## config.mk

```make
export PLATFORM = sky130hd
export DESIGN_NAME = serial_subtractor
export DESIGN_NICKNAME = d
export VERILOG_FILES = /design/src/rtl/serial_subtractor_pkg.sv /design/src/rtl/serial_subtractor_fs_cell.sv /design/src/rtl/serial_subtractor.sv
export SDC_FILE = /design/constraint.sdc
export NUM_CORES = 1
export LEC_CHECK = 0
export ABC_AREA = 0
export CAP_MARGIN = 20
export CORE_MARGIN = 5
export CORE_UTILIZATION = 50
export DETAILED_ROUTE_END_ITERATION = 12
export GPL_TIMING_DRIVEN = 0
export PLACE_DENSITY = 0.82
export SLEW_MARGIN = 20
export SYNTH_ARGS = -nofsm -noshare
export SYNTH_HDL_FRONTEND = slang
export SYNTH_HIERARCHICAL = 1
export SYNTH_SLANG_ARGS = --single-unit
export TNS_END_PERCENT = 5
```

## constraint.sdc

```tcl
create_clock -name clk -period 1.8 [get_ports clk]
set_input_delay 0.36 -clock clk [delete_from_list [all_inputs] [get_ports clk]]
set_output_delay 0.36 -clock clk [all_outputs]
set_load 0.03 [all_outputs]
```

## src/rtl/serial_subtractor_pkg.sv

```systemverilog
// Shared types and helpers for the serial subtractor: FSM state encoding and the slice-counter width.
package serial_subtractor_pkg;

    typedef enum logic [1:0] {
        SERSUB_IDLE = 2'd0,
        SERSUB_RUN  = 2'd1,
        SERSUB_DONE = 2'd2
    } sersub_state_t;

    // A single-slice configuration still needs a one-bit counter.
    function automatic int cnt_width(input int n);
        return (n > 1) ? $clog2(n) : 1;
    endfunction

endpackage

```

## src/rtl/serial_subtractor_fs_cell.sv

```systemverilog
// One-bit full subtractor cell: d = x - y - bi, bo is the borrow out of this bit.
module fs_cell (
    input  logic x,
    input  logic y,
    input  logic bi,
    output logic d,
    output logic bo
);

    assign d  = x ^ y ^ bi;
    assign bo = (~x & y) | (~(x ^ y) & bi);

endmodule

```

## src/rtl/serial_subtractor.sv

```systemverilog
// Multi-cycle subtractor diff = a - b - bin, SLICE bits per cycle, LSB slice first.
// Define SERSUB_OVF_EN to add the signed-overflow output ovf.
module serial_subtractor
    import serial_subtractor_pkg::*;
#(
    parameter int WIDTH = 8,
    parameter int SLICE = 1
) (
    input  logic             clk,
    input  logic             rst,
    input  logic             in_valid,
    output logic             in_ready,
    input  logic [WIDTH-1:0] a,
    input  logic [WIDTH-1:0] b,
    input  logic             bin,
    output logic             out_valid,
    input  logic             out_ready,
    output logic [WIDTH-1:0] diff,
    output logic             bout
`ifdef SERSUB_OVF_EN
    ,
    output logic             ovf
`endif
);

    localparam int N  = WIDTH / SLICE;
    localparam int CW = cnt_width(N);
    localparam logic [CW-1:0] LAST = CW'(N - 1);

    sersub_state_t    state;
    sersub_state_t    state_nxt;
    logic [CW-1:0]    cnt;
    logic [WIDTH-1:0] a_sh;
    logic [WIDTH-1:0] b_sh;
    logic             borrow;
    logic [SLICE:0]   chain;
    logic [SLICE-1:0] slice_d;
    logic             accept;
    logic             last;

    // The current slice always sits in the low bits of the operand shift registers.
    assign chain[0] = borrow;

    generate
        for (genvar i = 0; i < SLICE; i++) begin : g_cell
            fs_cell u_cell (
                .x  (a_sh[i]),
                .y  (b_sh[i]),
                .bi (chain[i]),
                .d  (slice_d[i]),
                .bo (chain[i+1])
            );
        end
    endgenerate

    assign accept = in_valid && in_ready;
    assign last   = (cnt == LAST);

    always_ff @(posedge clk) begin
        if (rst) begin
            state <= SERSUB_IDLE;
        end else begin
            state <= state_nxt;
        end
    end

    always_comb begin
        state_nxt = state;
        in_ready  = 1'b0;
        out_valid = 1'b0;
        case (state)
            SERSUB_IDLE: begin
                in_ready = 1'b1;
                if (in_valid) begin
                    state_nxt = SERSUB_RUN;
                end
            end
            SERSUB_RUN: begin
                if (last) begin
                    state_nxt = SERSUB_DONE;
                end
            end
            SERSUB_DONE: begin
                out_valid = 1'b1;
                if (out_ready) begin
                    state_nxt = SERSUB_IDLE;
                end
            end
            default: state_nxt = SERSUB_IDLE;
        endcase
    end

    // Outputs are not cleared on accept; RUN overwrites diff slice by slice.
    always_ff @(posedge clk) begin
        if (rst) begin
            cnt    <= '0;
            a_sh   <= '0;
            b_sh   <= '0;
            borrow <= 1'b0;
            diff   <= '0;
            bout   <= 1'b0;
`ifdef SERSUB_OVF_EN
            ovf    <= 1'b0;
`endif
        end else if (accept) begin
            a_sh   <= a;
            b_sh   <= b;
            borrow <= bin;
            cnt    <= '0;
        end else if (state == SERSUB_RUN) begin
            diff[cnt*SLICE +: SLICE] <= slice_d;
            a_sh   <= a_sh >> SLICE;
            b_sh   <= b_sh >> SLICE;
            borrow <= chain[SLICE];
            cnt    <= cnt + 1'b1;
            if (last) begin
                bout <= chain[SLICE];
`ifdef SERSUB_OVF_EN
                ovf  <= chain[SLICE-1] ^ chain[SLICE];
`endif
            end
        end
    end

endmodule

```

==> impl_metrics.yaml <==
cts:
  cts.sink_count: 31
  clkLatencyLatePin_ns: 0.33
  cts_buffers: 5
  cts.path.max_buffers: 2
  cts_max_level: 2
  post-cts-setup-buffers: 0
  cts_root_buf: "clkbuf_4"
  hold_buffers: 0
  cts_tree: "yes"
  clk_pin_slew_worst_paths_ns: 0.10
cells_and_area:
  area_growth_pct: 27.74
  drive_gt1_frac: 0.1493
  final_net_count: 227
  fillerInstances: 259
  diodes: 0
  regArea_um2: 624.3
  multi_input_area_um2: 798.3
synth:
  ys_warn_count: 6
  ys.flop_type: "dfxtp_1"
  avgSynthCellArea_um2: 9.438
  synth-async-reset-ratio: 0
  syn-num-nets: 189
  ys_seq_elements: 31
  ys_seq_area_frac: 0.4059
  synth_edf_count: 0
  synth_cell_types: 35
  netlist_area_um2: 1529
  syn_inst: 162
job:
  max_cap_violations: 0
run_status:
  status: "finished, final reports clean"
grt:
  grt_pass1_wl_um: 5851
  first_global_vias: 1397
  grt_max_degree: 11
  antenna_found_initial: 0
  overflow: 0
  track_usage: 0.1757
sta:
  fin_ws_ns: 0.08069
  relSlewSlack: 0.6933
  slew_viol_final: 0
  worstMarginPinSlew_ns: 0.4601
  fin_crit_ns: 1.719
  max_freq_mhz: 581.6
  worst_clock_skew_ns: 0.008606
  finalSetupViolCount: 0
  min_period_over_period: 0.9552
  fin_tns_setup_ns: 0
  hold_viol_final: 0
  rsz0062_at_grt: "no"
critical_path:
  slowest_stage: "clkdlybuf4s50_1"
  arrival_ns: 1.36
  required_ns: 1.44
  cp_max_fo: 2
  r2r-end: "diff[2]"
  critical-path-top-delay-family: "buffers and inverters"
  max_stage_delay_ns: 0.68
  r2r_cells: 6
  crit_path_start: "diff[6]"
  cp_num_buf_inv: 1
  r2r_slack_ns: 0.14
  path_depth: 1
  cp-start-kind: "flop"
  critical_path.endpoint_type: "output pin"
  path_cells: "clkdlybuf4s50_1"
  crit_type: "reg -> out"
  r2r_start: "cnt[0]"
hold_path:
  min_path_type: "reg -> reg"
  whs_path_depth: 2
  min_to: "bout"
  min_from: "bout"
pwr:
  p_leak_nw: 0.7793
  finalPower_mw: 1.492
  p_per_area_nw_per_um2: 763.8
  irDropWorstVdd_uv: 526.6
placed_design:
  dpl.hpwl_um: 2494
  place_ws_ns: -0.04350
  port_buffers: 31
  gp_congestion: 0.7915
routing:
  drt-total-wl_um: 3275
  viasPerCell: 5.496
  routedWlPerCell_um: 14.00
  ant_nets: 0
  vias: 1286
  firstDrtPassIters: 4
  drc: 0
  drt_iter0_markers: 36
floorplanning:
  die-width_um: 65.30
  ios: 32
  fp-row-count: 20
  start_util: 0.5092
  die_area_um2: 4264
  die_h_um: 65.30
  core_area_um2: 3003
[report_power, final]
part / total [mW] / internal, mW / switching [mW]
combinational: 0.276 / 0.143 / 0.133
clock: 0.462 / 0.230 / 0.232
sequential: 0.755 / 0.729 / 0.0256
[repair_timing]
| action | in CTS | in global routing |
|---|---|---|
| gates resized for setup | 5 | 2 |
| pin swaps | 0 | 0 |
| endpoints found under the setup margin | 2 | 4 |
[registers in the layout, summed over array words and instances (netlist names)]
name,count
a_sh,8
b_sh,8
diff,8
cnt,3
state,2
borrow,1
bout,1
[worst max path at each step]
| stage | end | slack (ns) |
|---|---|---|
| 2_1_floorplan | diff[1] | 0.23 |
| 3_3_place_gp | out_valid | 0.007 |
| 3_5_place_dp | b_sh[1] | -0.04 |
| 4_1_cts | diff[6] | 0.06 |
| 5_1_grt | diff[5] | 0.007 |
| 6_report | diff[6] | 0.08 |
[final cells by class]
type,count,area share
Multi-Input combinational cell,113,0.4087
Sequential cell,31,0.3197
Timing Repair Buffer,31,0.1589
Buffer,10,0.04100
Clock buffer,8,0.03523
Tap cell,33,0.02114
Inverter,8,0.01537
[layout by cell type (no fill, tap or decap), drive strengths merged]
cell type      instances
dfxtp                 31
nand3                  2
nand4                  1
ha                     5
dlygate4sd2            1
clkdlybuf4s50         29
o21bai                 1
o21ba                  1
mux2i                  9
and4bb                 1
inv                    8
o2111ai                1
fa                     1
o211ai                 2
or3b                   1
nor3b                  1
clkbuf                10
and2b                  1
o22ai                 17
nor4b                  1
nand2b                11
nor4                   1
a22oi                  2
nand3b                 1
a211oi                15
nor2b                  6
nor2                  20
buf                    8
o21ai                  1
nand2                  6
clkdlybuf4s15          1
a21oi                  4
or2                    1
[stage by stage]
stage / cells / util / cell area [um^2] / hold WS (ns)
2_1_floorplan: 162 / - / 1529 / 0.4616
4_1_cts: 234 / 0.6496 / 1951 / 0.4664
6_report: 234 / 0.6504 / 1953 / 0.4609
5_1_grt: 234 / 0.6504 / 1953 / 0.4897
3_5_place_dp: 226 / 0.6263 / 1881 / 0.4541
3_3_place_gp: 226 / 0.6263 / 1881 / 0.4499
[cells in the mapped netlist, types with 2 or more instances]
| library cell | instances | share of area |
|---|---|---|
| nand2b_1 | 11 | 0.045 |
| nor2_1 | 20 | 0.049 |
| inv_1 | 6 | 0.015 |
| clkbuf_1 | 2 | 0.0049 |
| o211ai_1 | 2 | 0.0098 |
| a22oi_1 | 2 | 0.0098 |
| ha_1 | 5 | 0.041 |
| a211oi_1 | 14 | 0.069 |
| o22ai_1 | 17 | 0.070 |
| buf_6 | 4 | 0.029 |
| dfxtp_1 | 31 | 0.41 |
| mux2i_1 | 9 | 0.059 |
| nand2_1 | 6 | 0.015 |
| inv_2 | 2 | 0.0049 |
| a21oi_1 | 4 | 0.013 |
| nand3_1 | 2 | 0.0065 |
| buf_4 | 3 | 0.015 |
| nor2b_1 | 5 | 0.020 |
[logic make-up after synthesis]
kind of cell / synth area share
buffers and inverters: 0.07201
AO/OA/AOI/OAI: 0.2038
multiplexers: 0.05892
flip-flops: 0.4059
adder cells (fa/ha/maj): 0.05401
AND/OR/NAND/NOR: 0.2054
[routing by layer]
| layer | routed length [um] | vias up | track usage |
|---|---|---|---|
| met5 | 0 | - | 0 |
| met4 | 48 | 0 | 0.07772 |
| met3 | 126 | 7 | 0.04615 |
| met2 | 1650 | 27 | 0.3097 |
| met1 | 1449 | 592 | 0.1970 |
| li1 | - | 660 | - |
(Power assumes the default switching activity.)
